<file path="config.mk">
export PLATFORM = sky130hd
export DESIGN_NAME = cmd_decoder_mc
export DESIGN_NICKNAME = d
export VERILOG_FILES = /design/src/rtl/cmd_decoder_mc.sv
export SDC_FILE = /design/constraint.sdc
export NUM_CORES = 1
export LEC_CHECK = 0
export ABC_AREA = 0
export CAP_MARGIN = 5
export CORE_MARGIN = 1.5
export CORE_UTILIZATION = 48
export CTS_BUF_LIST = sky130_fd_sc_hd__clkbuf_4
export DETAILED_ROUTE_END_ITERATION = 10
export GPL_TIMING_DRIVEN = 1
export PLACE_DENSITY = 0.78
export SYNTH_ARGS = -nofsm -noshare
export SYNTH_HDL_FRONTEND = slang
export SYNTH_SLANG_ARGS = --single-unit
</file>
<file path="constraint.sdc">
create_clock -name clk -period 2.6 [get_ports clk]
set_input_delay 0.52 -clock clk [delete_from_list [all_inputs] [get_ports clk]]
set_output_delay 0.52 -clock clk [all_outputs]
set_load 0.03 [all_outputs]
</file>
<file path="src/rtl/cmd_decoder_mc.sv">
// Multi-channel command decoder: buffers command words in a small FIFO and decodes one per cycle
// into per-channel power state, DAC amounts and one-cycle strobes, rejecting illegal commands.
module cmd_decoder_mc #(
    parameter int unsigned DATA_WIDTH   = 32,
    parameter int unsigned AMOUNT_WIDTH = 8,
    parameter int unsigned NUM_CH       = 4,
    parameter int unsigned CH_W         = 2,
    parameter int unsigned FIFO_DEPTH   = 4,
    parameter int unsigned AMOUNT_MODE  = 0
) (
    input  logic                           clk,
    input  logic                           rst_n,
    input  logic [DATA_WIDTH-1:0]          s_data,
    input  logic                           s_valid,
    output logic                           s_ready,
    input  logic                           hold,
    output logic [NUM_CH-1:0]              power_on,
    output logic [NUM_CH-1:0]              increase,
    output logic [NUM_CH-1:0]              decrease,
    output logic [NUM_CH-1:0]              send,
    output logic [NUM_CH-1:0]              receive,
    output logic [NUM_CH*AMOUNT_WIDTH-1:0] amount,
    output logic                           cmd_done,
    output logic [CH_W-1:0]                cmd_ch,
    output logic                           err,
    output logic [1:0]                     err_code,
    output logic [7:0]                     err_count,
    output logic [$clog2(FIFO_DEPTH):0]    fifo_level
);
    localparam int unsigned PtrW = $clog2(FIFO_DEPTH);
    localparam int unsigned LvlW = PtrW + 1;
    localparam int unsigned AW   = AMOUNT_WIDTH;

    logic [DATA_WIDTH-1:0] mem_q [FIFO_DEPTH];
    logic [PtrW-1:0]       wr_ptr_q, rd_ptr_q;
    logic [LvlW-1:0]       level_q;
    logic                  push, pop;

    // s_ready depends only on occupancy, so a full FIFO never accepts even when popping
    assign s_ready    = (level_q != LvlW'(FIFO_DEPTH));
    assign push       = s_valid && s_ready;
    assign pop        = (level_q != '0) && !hold;
    assign fifo_level = level_q;

    always_ff @(posedge clk or negedge rst_n) begin
        if (!rst_n) begin
            wr_ptr_q <= '0;
            rd_ptr_q <= '0;
            level_q  <= '0;
        end else begin
            if (push) wr_ptr_q <= wr_ptr_q + PtrW'(1);
            if (pop)  rd_ptr_q <= rd_ptr_q + PtrW'(1);
            if (push && !pop)      level_q <= level_q + LvlW'(1);
            else if (pop && !push) level_q <= level_q - LvlW'(1);
        end
    end

    always_ff @(posedge clk) begin
        if (push) mem_q[wr_ptr_q] <= s_data;
    end

    logic [DATA_WIDTH-1:0] word;
    logic                  f_on, f_off, f_inc, f_dec, f_rcv, f_snd;
    logic [CH_W-1:0]       ch;
    logic [AW-1:0]         field, cur_amt, new_amt;
    logic [AW:0]           sum, diff;
    logic [1:0]            code;
    logic                  legal, rej;

    assign word  = mem_q[rd_ptr_q];
    assign f_on  = word[0];
    assign f_off = word[1];
    assign f_inc = word[2];
    assign f_dec = word[3];
    assign f_rcv = word[4];
    assign f_snd = word[5];
    assign ch    = word[6 +: CH_W];
    assign field = word[DATA_WIDTH-1 -: AW];

    always_comb begin
        code = 2'd0;
        if (f_on && f_off)           code = 2'd1;
        else if (f_inc && f_dec)     code = 2'd2;
        else if (32'(ch) >= NUM_CH)  code = 2'd3;
    end

    assign legal = pop && (code == 2'd0);
    assign rej   = pop && (code != 2'd0);

    always_comb begin
        cur_amt = '0;
        for (int c = 0; c < NUM_CH; c++) begin
            if (ch == CH_W'(c)) cur_amt = amount[c*AW +: AW];
        end
    end

    // One extra bit catches overflow on add and borrow on subtract before clamping
    assign sum  = {1'b0, cur_amt} + {1'b0, field};
    assign diff = {1'b0, cur_amt} - {1'b0, field};

    always_comb begin
        new_amt = cur_amt;
        if (AMOUNT_MODE == 0)  new_amt = field;
        else if (f_inc)        new_amt = sum[AW] ? '1 : sum[AW-1:0];
        else if (f_dec)        new_amt = diff[AW] ? '0 : diff[AW-1:0];
    end

    logic [NUM_CH-1:0]    power_d, inc_d, dec_d, send_d, recv_d;
    logic [NUM_CH*AW-1:0] amount_d;
    logic [1:0]           code_d;
    logic [7:0]           cnt_d;
    logic [CH_W-1:0]      ch_d;

    always_comb begin
        power_d  = power_on;
        amount_d = amount;
        inc_d    = '0;
        dec_d    = '0;
        send_d   = '0;
        recv_d   = '0;
        code_d   = rej ? code : err_code;
        cnt_d    = (rej && err_count != 8'hFF) ? err_count + 8'd1 : err_count;
        ch_d     = pop ? ch : cmd_ch;
        for (int c = 0; c < NUM_CH; c++) begin
            if (legal && ch == CH_W'(c)) begin
                if (f_on)       power_d[c] = 1'b1;
                else if (f_off) power_d[c] = 1'b0;
                inc_d[c]  = f_inc;
                dec_d[c]  = f_dec;
                send_d[c] = f_snd;
                recv_d[c] = f_rcv;
                amount_d[c*AW +: AW] = new_amt;
            end
        end
    end

    always_ff @(posedge clk or negedge rst_n) begin
        if (!rst_n) begin
            power_on  <= '0;
            increase  <= '0;
            decrease  <= '0;
            send      <= '0;
            receive   <= '0;
            amount    <= '0;
            cmd_done  <= 1'b0;
            cmd_ch    <= '0;
            err       <= 1'b0;
            err_code  <= '0;
            err_count <= '0;
        end else begin
            power_on  <= power_d;
            increase  <= inc_d;
            decrease  <= dec_d;
            send      <= send_d;
            receive   <= recv_d;
            amount    <= amount_d;
            cmd_done  <= legal;
            cmd_ch    <= ch_d;
            err       <= rej;
            err_code  <= code_d;
            err_count <= cnt_d;
        end
    end
endmodule

</file>
# Yosys cells after proc, flatten, opt, wreduce, memory -nomap -nowiden
# Memories as Yosys holds them, arrays and structs flattened.
# Index checks and enable logic that the tools add are counted.
# classes
n_addsub	5
n_eq_ne	5
muxes	24
n_reduce_logical	26
# ops
cell	n
two-way mux 1 bit	20
logical AND 1 bit	13
adder 8 x 1 -> 8 bit, second input constant	1
inequality test 8 bit, second input constant	1
AND reduction 2 bit	4
two-way mux 3 bit	2
nonzero test 2 bit	3
adder 2 x 1 -> 2 bit, second input constant	2
equality test 2 bit, second input constant	2
zero test 2 bit	2
two-way mux 2 bit	2
adder 3 x 1 -> 3 bit, second input constant	1
zero test 1 bit	3
inequality test 3 bit, second input constant	1
nonzero test 3 bit	1
subtractor 3 x 1 -> 3 bit, second input constant	1
equality test 2 x 1 -> 1 bit, second input constant	1
# totals
regBits	73
ramBits	128
in_bits	36
output_inout_bits	70
word_cells	81
mem_count	1
# memory_table
name	words	word_bits	read_ports	rd_ports_with_merged_regs	write_ports	line	text
mem_q	4	32	1	0	1	34	logic [DATA_WIDTH-1:0] mem_q [FIFO_DEPTH];

# Depth between registers and ports, before layout
# An unclocked memory read counts as a cell.
# depth
word_depth	8
depth_mapped	10

# Worst setup path after synthesis
# OpenSTA, ideal clock, no wires.
# synth_path
path_kind	flip-flop to flip-flop
from	register level_q[0] (netlist: fifo_level[0])
to	register level_q[2] (netlist: fifo_level[2])
setup_time_ps	80
arrival_time_ps	2555
path_slack_ps	-36
path_stages_with_launch	11
path_buffers	1
cell_sequence	dfrtp_1 > nor3_1 > nor2_1 > inv_1 > clkbuf_1 > ha_1 > inv_1 > fa_1 > xor2_1 > nor2_1 > xor2_1
# synth_between
elab_chain_cells	5
word_cells_on_any_way	13
# synth_rtl
item	line	text
from (decl)	36	logic [LvlW-1:0] level_q;
from (signal assigned)	53	if (push && !pop) level_q <= level_q + LvlW'(1);
from (signal assigned)	54	else if (pop && !push) level_q <= level_q - LvlW'(1);
parallel branches: the longest is 5 deep, another holds subtractor 3 x 1 -> 3 bit	--	
# Several ways; the timed one is not identified. The select of a mux whose other input is x is not followed.
# A chain may end at the register's enable or synchronous reset.

# Final worst setup path
# layout_path
from	register rd_ptr_q[0]
to	register amount[3]
# layout_between
elab_chain_cells	7
word_cells_on_any_way	9
# layout_rtl
item	line	text
from (decl)	35	logic [PtrW-1:0] wr_ptr_q, rd_ptr_q;
from (signal assigned)	52	if (pop) rd_ptr_q <= rd_ptr_q + PtrW'(1);
memory (4 x 32 bit) *	--	
logical AND 1 bit	83	else if (f_inc && f_dec) code = 2'd2;
two-way mux 2 bit	83	
two-way mux 2 bit	82	if (f_on && f_off) code = 2'd1;
zero test 2 bit	87	assign legal = pop && (code == 2'd0);
logical AND 1 bit	87	
logical AND 1 bit	125	if (legal && ch == CH_W'(c)) begin
to (signal assigned)	156	amount <= amount_d;
to (decl)	22	output logic [NUM_CH*AMOUNT_WIDTH-1:0] amount,
# Mark *: on every way between the ends. The rest lies on a longest branch, timed or not.

==> out/results.tsv <==
stage	metric	value	unit
cts	cts_tree	yes	
cts	clock-sinks	137	
global_route	grt_pass1_wl	15.7	mm
pwr	power_density	1310	nW/um^2
drt	first_pass_iters	4	
timing	period_minus_slack	2.50	ns
pwr	power	8.90	mW
layout	drive_gt1_share	22.7	%
synth	ys_seq_area_share	70.0	%
timing	grt_setup_unrepaired	false	
layout	syn_to_final_growth	27.2	%
synth	synth-edff-count	64	
setup_path	rr_worst_depth	5	
layout	stdcell_count	573	
timing	report.final.hold_viol_count	0	
synth	avgSynthCellArea	17.7	sq um
synth	synthSimpleGateAreaFrac	7.24	%
synth	synth-seq-cells	137	
synth	syn_inst	302	
cts	clk_latency	0.52	ns
synth	synth-async-reset-ratio	53.3	%
cts	post_cts_resized	0	
synth	synth_top_family_by_area	multiplexers	
cts	cts.htree.levels	4	
synth	synth_warnings	0	
drt	drc	0	
placement	post_dp_cell_area	6530	sq um
global_route	grt_max_degree	74	
placement	gp_congestion	0.785	
cts	numCtsBuffers	17	
placement	portBuffers	89	
setup_path	worstPathArrival	2.89	ns
cts	clockBufferDepth	2	
synth	synth_xor_area_share	1.80	%
floorplanning	die_h	109	um
pwr	p_leak	2.71	nW
synth	synthMuxAreaShare	15.5	%
drt	postRouteAntennaNets	0	
cts	hold_buffers	0	
floorplanning	core_area	10800	sq um
floorplanning	initial_utilization	49.4	%
timing	finalSetupTns	0	ns
worst_hold_path	min_path_type	in2async	
cts	cts_setup_buffers	0	
setup_path	required	3.00	ns
run_status	status	finished clean	
setup_path	start_kind	flop	
global_route	antenna_found_initial	0	
run	maxCapViolCount	0	
synth	synth-main-ff-cell	dfrtp_1	
layout	postLayoutCoreUtil	62.8	%
timing	fmax	0.400	GHz
drt	detail_route.wl_per_cell	16.5	um
synth	synth-adder-area-share	1.78	%
layout	fin_area	6810	sq um
synth	synth_area	5360	sq um
drt	via_count	2951	
cts	path_clk_slew	0.12	ns
timing	timing_worst_slew_pin_value	0.891	ns
synth	ys_types	36	
pwr	peakVddDrop	596	uV
timing	fin_crit_sh	96.1	%
placement	dp_cells	540	
floorplanning	ios	106	
layout	fillers	785	
global_route	overflow	0	
setup_path	crit_type	reg2reg	
floorplanning	fp-row-count	38	
synth	synth-compound-area-share	1.68	%
timing	finalMaxSlewViolations	0	
global_route	grt_use_total	18.0	%
global_route	grt_pass1_vias	3056	
floorplanning	die-area	11800	sq um
setup_path	crit_path_end_kind	flop	
placement	dpl.hpwl	6.59	mm
synth	synth_nets	345	
drt	wl	9.47	mm
timing	fin_skew	0.0160	ns
cts	root_buffer	clkbuf_4	
setup_path	cp_max_fo	7	
drt	viasPerCell	5.15	
timing	slew_headroom	40.6	%
floorplanning	dieWidth	109	um
timing	setup_viol	0	
drt	drt_iter0_markers	74	
layout	final_net_count	462	
-- area by class of cell --
cell class	count	area, sq um	area share, %
Timing Repair Buffer	108	1070	15.7
Clock buffer	17	128	1.87
Inverter	10	37.5	0.551
Tap cell	140	175	2.57
Clock inverter	15	153	2.24
Antenna cell	1	2.50	0.0367
Multi-Input combinational cell	145	1500	22.0
Sequential cell	137	3750	55.0
-- layout by cell type (no fill, tap or decap), drive strengths merged --
master and instances:
ha 6, nor4b 2, nor2b 3, and3 6, clkbuf 17, clkinv 6
nand3 6, edfxtp 64, a22o 4, a21o 1, bufinv 2, clkinvlp 5
inv 12, a31oi 2, xor2 7, o2bb2ai 1, dfrtp 73, fa 1
a21oi 1, o21ai 1, nand4 3, nor3 4, and2 14, mux4 16
nand2 11, xnor2 4, a22oi 1, mux2 36, nor2 9, nor4 6
clkdlybuf4s50 88, diode 1, buf 20
-- per-stage QoR --
stage | hold WS (ns) | setup slack [ns]
floorplan | 0.224 | 0.0359
global placement | 0.476 | 0.145
detailed placement | 0.481 | 0.118
CTS | 0.130 | 0.0860
global route | 0.152 | 0.00660
finish | 0.115 | 0.101
-- synthesized netlist by cell type, types with 2 or more instances --
master / n / share of area [%]
nor2_1: 9 / 0.63
mux2_4: 15 / 4.2
dfrtp_1: 73 / 34
mux4_1: 2 / 0.98
buf_6: 4 / 0.84
and3_1: 6 / 0.70
edfxtp_1: 64 / 36
mux4_2: 14 / 5.9
nand3_1: 6 / 0.56
a22o_1: 3 / 0.49
nor4b_4: 2 / 0.89
nand4_1: 3 / 0.35
and2_1: 13 / 1.5
mux2_2: 16 / 3.4
nor2b_1: 3 / 0.35
buf_1: 2 / 0.14
inv_1: 10 / 0.70
nand2_1: 11 / 0.77
xor2_1: 7 / 1.1
xnor2_1: 4 / 0.65
ha_1: 6 / 1.4
a31oi_1: 2 / 0.23
buf_2: 2 / 0.19
nor4_1: 5 / 0.58
nor3_1: 4 / 0.37
clkbuf_1: 2 / 0.14
mux2_1: 5 / 1.1
-- per-layer routing --
metal	GRT usage (%)	share of wire (%)	wire, um
met5	0	0	0
met4	8.46	2.6	250
met2	29.2	50	4730
met3	3.89	3.9	367
met1	23.4	43	4120
-- critical path, cell delays in order (launching register included) --
cell and delay, ns:
dfrtp_1 0.57, mux4_2 0.65, a22o_4 0.31, nor4_4 0.29, buf_4 0.21, mux2_2 0.34
-- power by group --
| group | internal, mW | leakage (nW) | switching, mW |
|---|---|---|---|
| sequential | 2.98 | 1.49 | 0.425 |
| clock | 0.569 | 0.133 | 0.761 |
| combinational | 1.94 | 1.08 | 2.22 |
-- sequential cells by signal, summed over array words and instances, names as in the netlist, 3 cells and up --
name and cells:
increase 4, receive 4, err_count 8, amount 32, decrease 4, send 4
mem_q 64, power_on 4, fifo_level 3
-- kinds of logic (layout without fill, tap and decap cells) --
| family | after synthesis | in the layout |
|---|---|---|
| AO/OA/AOI/OAI | 11 | 11 |
| XOR/XNOR | 11 | 11 |
| adder cells (fa/ha/maj) | 7 | 7 |
| buffers and inverters | 20 | 150 |
| flip-flops | 137 | 137 |
| multiplexers | 52 | 52 |
| other | 0 | 1 |
| AND/OR/NAND/NOR | 64 | 64 |
-- final timing paths --
check / startpoint / endpoint / slack [ns]
worst max-delay path: rd_ptr_q[0]$_DFFE_PN0P_ / amount[3]$_DFFE_PN0P_ / 0.10
worst min-delay path: rst_n / amount[28]$_DFFE_PN0P_ / 0.12
worst max register to register: rd_ptr_q[0]$_DFFE_PN0P_ / amount[3]$_DFFE_PN0P_ / 0.10
worst min register to register: amount[27]$_DFFE_PN0P_ / amount[27]$_DFFE_PN0P_ / 0.50
max in group asynchronous: rst_n / wr_ptr_q[0]$_DFFE_PN0P_ / 1.90
min in group clk: amount[27]$_DFFE_PN0P_ / amount[27]$_DFFE_PN0P_ / 0.50
No activity file was read; power rests on OpenSTA's default activity.
